[src/rtl/dff_stimulus_debouncer_if.sv]
// Bundles the raw switch/button inputs and the conditioned outputs of the
// stimulus debouncer into one port group.
interface dff_stimulus_debouncer_if #(
  parameter int unsigned EVT_W = 8
);
  logic             input_switch_d_0;
  logic             input_button_clk_0;
  logic             output_d_0;
  logic             output_clk_level_0;
  logic             output_clk_pulse_0;
  logic             output_busy_0;
  logic [EVT_W-1:0] output_event_count_0;

  modport master (
    output input_switch_d_0,
    output input_button_clk_0,
    input  output_d_0,
    input  output_clk_level_0,
    input  output_clk_pulse_0,
    input  output_busy_0,
    input  output_event_count_0
  );

  modport slave (
    input  input_switch_d_0,
    input  input_button_clk_0,
    output output_d_0,
    output output_clk_level_0,
    output output_clk_pulse_0,
    output output_busy_0,
    output output_event_count_0
  );
endinterface

[src/rtl/dff_stimulus_debouncer.sv]
// Synchronises and debounces the raw D switch and clock button, producing a clean
// D level, a one-cycle clock pulse and a wrapping count of accepted clock events.
module dff_stimulus_debouncer #(
  parameter int unsigned DEBOUNCE_CYCLES = 16,
  parameter int unsigned CNT_W           = 5,
  parameter int unsigned EVT_W           = 8
) (
  input logic                     input_clk_0,
  input logic                     input_rst_0,
  dff_stimulus_debouncer_if.slave bus
);
  typedef enum logic {
    ST_STABLE = 1'b0,
    ST_VERIFY = 1'b1
  } state_e;

  localparam logic [CNT_W-1:0] CNT_ZERO = CNT_W'(0);
  localparam logic [CNT_W-1:0] CNT_ONE  = CNT_W'(1);
  localparam logic [CNT_W-1:0] CNT_LAST = CNT_W'(DEBOUNCE_CYCLES - 1);

  // Channel 0 is the D switch, channel 1 is the clock button.
  logic [1:0]       raw_s;
  logic [1:0]       stable_s;
  logic [1:0]       verify_next_s;
  logic             clk_rise_s;
  logic             pulse_q, pulse_d;
  logic             busy_q, busy_d;
  logic [EVT_W-1:0] evt_q, evt_d;

  assign raw_s = {bus.input_button_clk_0, bus.input_switch_d_0};

  for (genvar ch = 0; ch < 2; ch++) begin : g_chan
    logic             sync1_q, sync2_q;
    logic             stable_q, stable_d;
    state_e           state_q, state_d;
    logic [CNT_W-1:0] cnt_q, cnt_d;

    // Debounce FSM next-state: a level flips only after an unbroken run of differing samples
    always_comb begin
      state_d  = state_q;
      cnt_d    = cnt_q;
      stable_d = stable_q;
      case (state_q)
        ST_STABLE: begin
          if (sync2_q == stable_q) begin
            cnt_d = CNT_ZERO;
          end else if (DEBOUNCE_CYCLES == 1) begin
            stable_d = sync2_q;
            cnt_d    = CNT_ZERO;
          end else begin
            state_d = ST_VERIFY;
            cnt_d   = CNT_ONE;
          end
        end
        ST_VERIFY: begin
          if (sync2_q == stable_q) begin
            state_d = ST_STABLE;
            cnt_d   = CNT_ZERO;
          end else if (cnt_q == CNT_LAST) begin
            stable_d = sync2_q;
            state_d  = ST_STABLE;
            cnt_d    = CNT_ZERO;
          end else begin
            cnt_d = cnt_q + CNT_ONE;
          end
        end
        default: begin
          state_d = ST_STABLE;
          cnt_d   = CNT_ZERO;
        end
      endcase
    end

    // Synchroniser, FSM state, counter and stable level registers
    always_ff @(posedge input_clk_0) begin
      if (input_rst_0) begin
        sync1_q  <= 1'b0;
        sync2_q  <= 1'b0;
        stable_q <= 1'b0;
        state_q  <= ST_STABLE;
        cnt_q    <= CNT_ZERO;
      end else begin
        sync1_q  <= raw_s[ch];
        sync2_q  <= sync1_q;
        stable_q <= stable_d;
        state_q  <= state_d;
        cnt_q    <= cnt_d;
      end
    end

    assign stable_s[ch]      = stable_q;
    assign verify_next_s[ch] = (state_d == ST_VERIFY);
  end

  assign clk_rise_s = g_chan[1].stable_d & ~g_chan[1].stable_q;

  // Pulse, event count and busy are computed from the same edge the levels change on
  always_comb begin
    pulse_d = clk_rise_s;
    busy_d  = |verify_next_s;
    if (clk_rise_s) begin
      evt_d = evt_q + EVT_W'(1);
    end else begin
      evt_d = evt_q;
    end
  end

  // Output register stage
  always_ff @(posedge input_clk_0) begin
    if (input_rst_0) begin
      pulse_q <= 1'b0;
      busy_q  <= 1'b0;
      evt_q   <= EVT_W'(0);
    end else begin
      pulse_q <= pulse_d;
      busy_q  <= busy_d;
      evt_q   <= evt_d;
    end
  end

  assign bus.output_d_0           = stable_s[0];
  assign bus.output_clk_level_0   = stable_s[1];
  assign bus.output_clk_pulse_0   = pulse_q;
  assign bus.output_busy_0        = busy_q;
  assign bus.output_event_count_0 = evt_q;
endmodule

[src/flat_wrapper.sv]
// flat-port wrapper written by rule: the top's interface ports become plain ports
module dff_stimulus_debouncer_flat 
#(
  parameter int unsigned DEBOUNCE_CYCLES = 16,
  parameter int unsigned CNT_W           = 5,
  parameter int unsigned EVT_W           = 8
)
  (input_clk_0, input_rst_0, bus_input_switch_d_0, bus_input_button_clk_0, bus_output_d_0, bus_output_clk_level_0, bus_output_clk_pulse_0, bus_output_busy_0, bus_output_event_count_0);
  dff_stimulus_debouncer_if #(.EVT_W(EVT_W)) bus_i ();
  input logic input_clk_0;
  input logic input_rst_0;
  input wire logic [$bits(bus_i.input_switch_d_0)-1:0] bus_input_switch_d_0;
  input wire logic [$bits(bus_i.input_button_clk_0)-1:0] bus_input_button_clk_0;
  output wire logic [$bits(bus_i.output_d_0)-1:0] bus_output_d_0;
  output wire logic [$bits(bus_i.output_clk_level_0)-1:0] bus_output_clk_level_0;
  output wire logic [$bits(bus_i.output_clk_pulse_0)-1:0] bus_output_clk_pulse_0;
  output wire logic [$bits(bus_i.output_busy_0)-1:0] bus_output_busy_0;
  output wire logic [$bits(bus_i.output_event_count_0)-1:0] bus_output_event_count_0;
  assign bus_i.input_switch_d_0 = bus_input_switch_d_0;
  assign bus_i.input_button_clk_0 = bus_input_button_clk_0;
  assign bus_output_d_0 = bus_i.output_d_0;
  assign bus_output_clk_level_0 = bus_i.output_clk_level_0;
  assign bus_output_clk_pulse_0 = bus_i.output_clk_pulse_0;
  assign bus_output_busy_0 = bus_i.output_busy_0;
  assign bus_output_event_count_0 = bus_i.output_event_count_0;
  dff_stimulus_debouncer #(.DEBOUNCE_CYCLES(DEBOUNCE_CYCLES), .CNT_W(CNT_W), .EVT_W(EVT_W)) u_core (.input_clk_0(input_clk_0), .input_rst_0(input_rst_0), .bus(bus_i));
endmodule
[config.mk]
export PLATFORM = sky130hd
export DESIGN_NAME = dff_stimulus_debouncer_flat
export DESIGN_NICKNAME = d
export VERILOG_FILES = /design/src/rtl/dff_stimulus_debouncer_if.sv /design/src/rtl/dff_stimulus_debouncer.sv /design/src/flat_wrapper.sv
export SDC_FILE = /design/constraint.sdc
export NUM_CORES = 1
export LEC_CHECK = 0
export ABC_AREA = 1
export CAP_MARGIN = 20
export CORE_UTILIZATION = 52
export CTS_CLUSTER_SIZE = 25
export DETAILED_ROUTE_END_ITERATION = 10
export HOLD_SLACK_MARGIN = 0.08
export PLACE_DENSITY = 0.73
export SETUP_SLACK_MARGIN = 0.2
export SLEW_MARGIN = 20
export SYNTH_ARGS = -nofsm -noshare
export SYNTH_HDL_FRONTEND = slang
export SYNTH_SLANG_ARGS = --single-unit
[constraint.sdc]
create_clock -name input_clk_0 -period 1.9 [get_ports input_clk_0]
set_input_delay 0.19 -clock input_clk_0 [delete_from_list [all_inputs] [get_ports input_clk_0]]
set_output_delay 0.19 -clock input_clk_0 [all_outputs]
set_load 0.05 [all_outputs]
---- Yosys cells after proc, flatten, opt, wreduce, memory -nomap -nowiden ----
Index checks and enable logic that the tools add are counted.
storage, ports and cells
  register bits ........................... 28
  input port bits ......................... 4
  output and inout port bits .............. 12
  logic and storage cells ................. 46
cells by class
  add/subtract/negate cells ............... 3
  equal/unequal tests ..................... 4
  mux-type cells .......................... 19
  bitwise gates (word level) .............. 5
  reductions and logical operators ........ 2
operator list
  operator                                                                number
  5-bit two-way mux                                                       4
  5-bit case mux with 2 select lines                                      2
  1-bit two-way mux                                                       11
  5-bit by 1-bit adder with 5-bit output (second input constant)          2
  5-bit by 4-bit equality test with 1-bit output (second input constant)  2
  8-bit by 1-bit adder with 8-bit output (second input constant)          1
  1-bit NOT                                                               4
  1-bit case mux with 2 select lines                                      2
  3-bit AND reduction                                                     1
  1-bit equality test                                                     2
  2-bit OR reduction                                                      1
  1-bit AND                                                               1

---- Longest topological paths before layout ----
  word-level depth ........................ 5
  mapped depth ............................ 10
  gate-level depth less buffers ........... 10

---- Worst setup path before layout ----
No wires, ideal clock.
  kind .................................... input -> register
  start ................................... input port u_core.g_chan[1].cnt_q[0]
  end ..................................... register u_core.evt_q[5], in the netlist u_core.bus.output_event_count_0[5]
  library setup time ...................... 117 ps
  data arrival time ....................... 1342 ps
  data required time ...................... 1783 ps
  setup slack ............................. 441 ps
  cell stages on the path ................. 11
  path buffers ............................ 1
  cell sequence ........................... dfxtp_1 -> ha_1 -> nand2_1 -> nor2_1 -> ha_1 -> nand2_2 -> nor2_4 -> buf_6 -> nand3_1 -> nand2_1 -> nor2_1
on the way
  cells in the longest elaborated chain, start to end .. 5
ends and longest elaborated chain
  element                                         line                           text
  start, declared                                 dff_stimulus_debouncer.sv:36   logic [CNT_W-1:0] cnt_q, cnt_d;
  5-bit by 4-bit equality test with 1-bit output  dff_stimulus_debouncer.sv:59   end else if (cnt_q == CNT_LAST) begin
  1-bit two-way mux                               dff_stimulus_debouncer.sv:59
  1-bit two-way mux                               dff_stimulus_debouncer.sv:56   if (sync2_q == stable_q) begin
  1-bit two-way mux                               dff_stimulus_debouncer.sv:43   case (state_q)
  1-bit AND                                       dff_stimulus_debouncer.sv:95   assign clk_rise_s = g_chan[1].stable_d & ~g_chan[1].stable_q;
  end signal, assigned                            dff_stimulus_debouncer.sv:117  evt_q <= evt_d;
  end, declared                                   dff_stimulus_debouncer.sv:28   logic [EVT_W-1:0] evt_q, evt_d;
No other way between the ends.
A chain may end at the register's enable or synchronous reset.

---- Final worst setup path ----
  start ................................... input port u_core.bus.output_busy_0
  end ..................................... output port bus_output_busy_0
RTL lines
  element          line                             text
  start, declared  dff_stimulus_debouncer_if.sv:30  output output_busy_0,
  end, declared    flat_wrapper.sv:17               output wire logic [$bits(bus_i.output_busy_0)-1:0] bus_output_busy_0;
No word-level cell between the ends.

==> impl_metrics.ini <==
[cells_and_area]
syn2layout_area_growth_pct = 18.94
area.sequential_um2 = 563.0
antennaDiodeCount = 0
post_route_cells_drive_above_1_share_pct = 10.06
multi_input_gate_area_um2 = 483.0
final-instance-count-excl-fill = 196
final.fill_count = 193
final_util_pct = 68.01
fin_nets = 180

[logic_synthesis]
synth_seq_area_share_pct = 48.48
ys_ff_latch = 28
synth_edf_count = 0
synth_compound_area_share_pct = 6.602
netlist_top_cells_count = 30 x sky130_fd_sc_hd__inv_1, 28 x sky130_fd_sc_hd__dfxtp_1, 27 x sky130_fd_sc_hd__nor2_1
yosys_most_used_dff = sky130_fd_sc_hd__dfxtp_1
synth_area_per_cell_um2 = 7.759
synth_top_family_by_area = simple AND/OR/NAND/NOR gates
syn-cell-area_mm2 = 0.001156
synth.top_cells.by_area = sky130_fd_sc_hd__dfxtp_1 48%, sky130_fd_sc_hd__inv_1 9.7%, sky130_fd_sc_hd__nor2_1 8.8%
synthesis.yosys.warnings = 0
ys_types = 20
yosys.cell_count.top_type = sky130_fd_sc_hd__inv_1
syn-instance-count = 149
synth_fa_ha_area_share_pct = 5.411
synth_simple_gate_area_share_pct = 25.87
yosysTopAreaCell = sky130_fd_sc_hd__dfxtp_1
async_reset_ff_share_pct = 0
post_synth_mux_area_share_pct = 0
synth.net_count = 158
post-synth-top-area-fraction_pct = 48.48
synth_xor_area_share_pct = 2.273

[sta]
post-route-worst-setup-slack_ps = 261.8
slew-limit-headroom_pct = 66.86
worstMarginPinSlew_ps = 495.5
maxClockFrequency_ghz = 0.6104
timing.final.crit_period_ps = 1638
setup_repair_after_global_routing_missed_its_margin = no
finalMaxSlewViolations = 0
fin_tns_setup_ps = 0
worst_clock_skew_ps = 12.50
finalHoldViolCount = 0
layout_worst_path_cycle_share_pct = 86.22
finalSetupViolations = 0

[critical_path]
critical_path_launch_point_type = flop
critical_path.startpoint = u_core.bus.output_busy_0$_SDFF_PP0_
critical_path.n_buffers_inverters = 1
setup_cp_type = reg2out
regToRegStartpoint = u_core.g_chan[1].cnt_q[0]$_SDFF_PP0_
arrival_ps = 1450
critical_path_required_ps = 1710
cp_slowest_stage_delay_ps = 790
critical_path.slowest_cell = sky130_fd_sc_hd__clkdlybuf4s50_1
endpoint_kind = primary output
critPathTopFamily = buffers and inverters
critical_path.max_fanout = 1
critical_path.cell_chain = clkdlybuf4s50_1

[power]
leakage_uw = 0.0006180
clkPwrFrac_pct = 27.1
power.share.switching_pct = 21.30
cell_internal_pwr_uw = 683.5
totalPowerFinal_uw = 868.5
worst_ir_drop_vdd_mv = 0.5643
power.share.sequential_pct = 68.9
p_sw_uw = 185.0
total_power_per_unit_cell_area_mw_per_mm2 = 631.6
share_comb_of_total_power_pct = 4.0

[global_routing]
vias_in_the_first_global_route = 834
grt.total_usage_pct = 17.77
grt_antenna_before_repair = 0
grt_overflow_total = 0
grt_pass1_wl_mm = 3.339
grt_start_max_net_pins = 15

[placed_design]
port_buffers = 15
dp_hpwl_mm = 1.390
place_congestion = 0.7281
placed_cells_incl_taps = 190
pre_cts_ws_ps = 216.6

[die]
ioPinCount = 16
die_area_mm2 = 0.002416
placement_rows = 16
initial_core_util_pct = 57.18
die-height_um = 49.15
floorplan.core_area_mm2 = 0.002022
die_w_um = 49.15

[hold_path]
holdCritPathClass = in2reg
hold_path_startpoint = bus_input_switch_d_0

[route]
average_detailed_routed_wire_length_per_instance_um = 9.923
drtPass1Iterations = 4
drc = 0
via_count = 933
routed_via_density = 4.760
detail_route.wirelength_mm = 1.945
drt_iter0_markers = 10
route.antenna.remaining_nets = 0

[clock_network]
cts_made_buffers = 3
clock_tree.buffer_depth = 2
clock-sinks = 28
htree_num_levels = 1
tritoncts = done
clk_latency_ps = 330
postCtsHoldBufs = 0
clkSlewWorstSetupHoldPaths_ps = 140
cts_root_buffer = sky130_fd_sc_hd__clkbuf_4

[status]
status = finished, final reports clean

[flow_run]
cap_viol_max_count = 0
## registers in the layout (all words and copies together), names as in the netlist
| signal | flops |
|---|---|
| u_core.bus.output_d_0 | 1 |
| u_core.g_chan.sync1_q | 2 |
| u_core.bus.output_clk_pulse_0 | 1 |
| u_core.bus.output_busy_0 | 1 |
| u_core.bus.output_clk_level_0 | 1 |
| u_core.g_chan.sync2_q | 2 |
| u_core.g_chan.cnt_q | 10 |
| u_core.bus.output_event_count_0 | 8 |
| u_core.g_chan.state_q | 2 |
## per-layer routing
layer	routed length (um)	track usage [%]	vias up	part of all wire, %
met3	74	5.607	5	3.8
met5	0	0	-	0
li1	-	-	498	-
met2	964	29.45	16	50
met4	23	4.412	0	1.2
met1	882	22.20	414	45
## metrics by stage
| stage | instance area [um2] | hold slack (ps) |
|---|---|---|
| after detailed placement | 1329 | 402.9 |
| after global placement | 1329 | 399.6 |
| after global routing | 1375 | 374.3 |
| after floorplan | 1156 | 252.4 |
| final | 1375 | 387.6 |
| after CTS | 1339 | 374.0 |
## path summary, 6_finish.rpt
check	slack [ps]	cells past startpoint	end
max	260	1	bus_output_busy_0
min	390	3	u_core.g_chan[0].sync1_q$_SDFF_PP0_
min reg2reg	420	2	u_core.g_chan[1].sync2_q$_SDFF_PP0_
max reg2reg	310	9	u_core.bus.output_event_count_0[6]$_SDFFE_PP0P_
## logic make-up (layout without fill, tap and decap cells)
group                    count (synthesis)  in the layout
XOR/XNOR                                 3              3
AO/OA/AOI/OAI                           13             13
adder cells (fa/ha/maj)                  5              5
flip-flops                              28             28
AND/OR/NAND/NOR                         68             69
buffers and inverters                   32             51
## area by class of cell
| type | instances | share of cell area [%] |
|---|---|---|
| flip-flops and latches | 28 | 40.95 |
| multi-input cells | 90 | 35.12 |
| repair buffers | 18 | 11.65 |
| inverters | 30 | 8.189 |
| well taps | 27 | 2.457 |
| clock buffers | 3 | 1.638 |
## cells in the final DEF, fill, tap and decap left out, drive strengths merged
master	n
nand4	2
buf	3
inv	30
nand3	10
xor2	2
nand2	25
nor3	2
dfxtp	28
nand3b	1
clkbuf	3
a21oi	9
xnor2	1
clkdlybuf4s50	5
dlygate4sd2	10
ha	5
nor2	29
o21ai	4
## power groups by stage
stage          clock, uW  sequential [uW]  combinational [uW]
2_1_floorplan          0              614                17.1
3_3_place_gp           0              611                32.9
3_5_place_dp           0              611                34.3
4_1_cts              246              599                34.4
5_1_grt              263              600                38.8
6_report             235              599                34.6
## repair_timing
item | in CTS | in global routing
pin swaps | 1 | 1
endpoints found under the setup margin | 11 | 9
buffers inserted | 0 | 2
gates resized for setup | 10 | 6
cloned | 0 | 1
No activity file was read; power rests on OpenSTA's default activity.
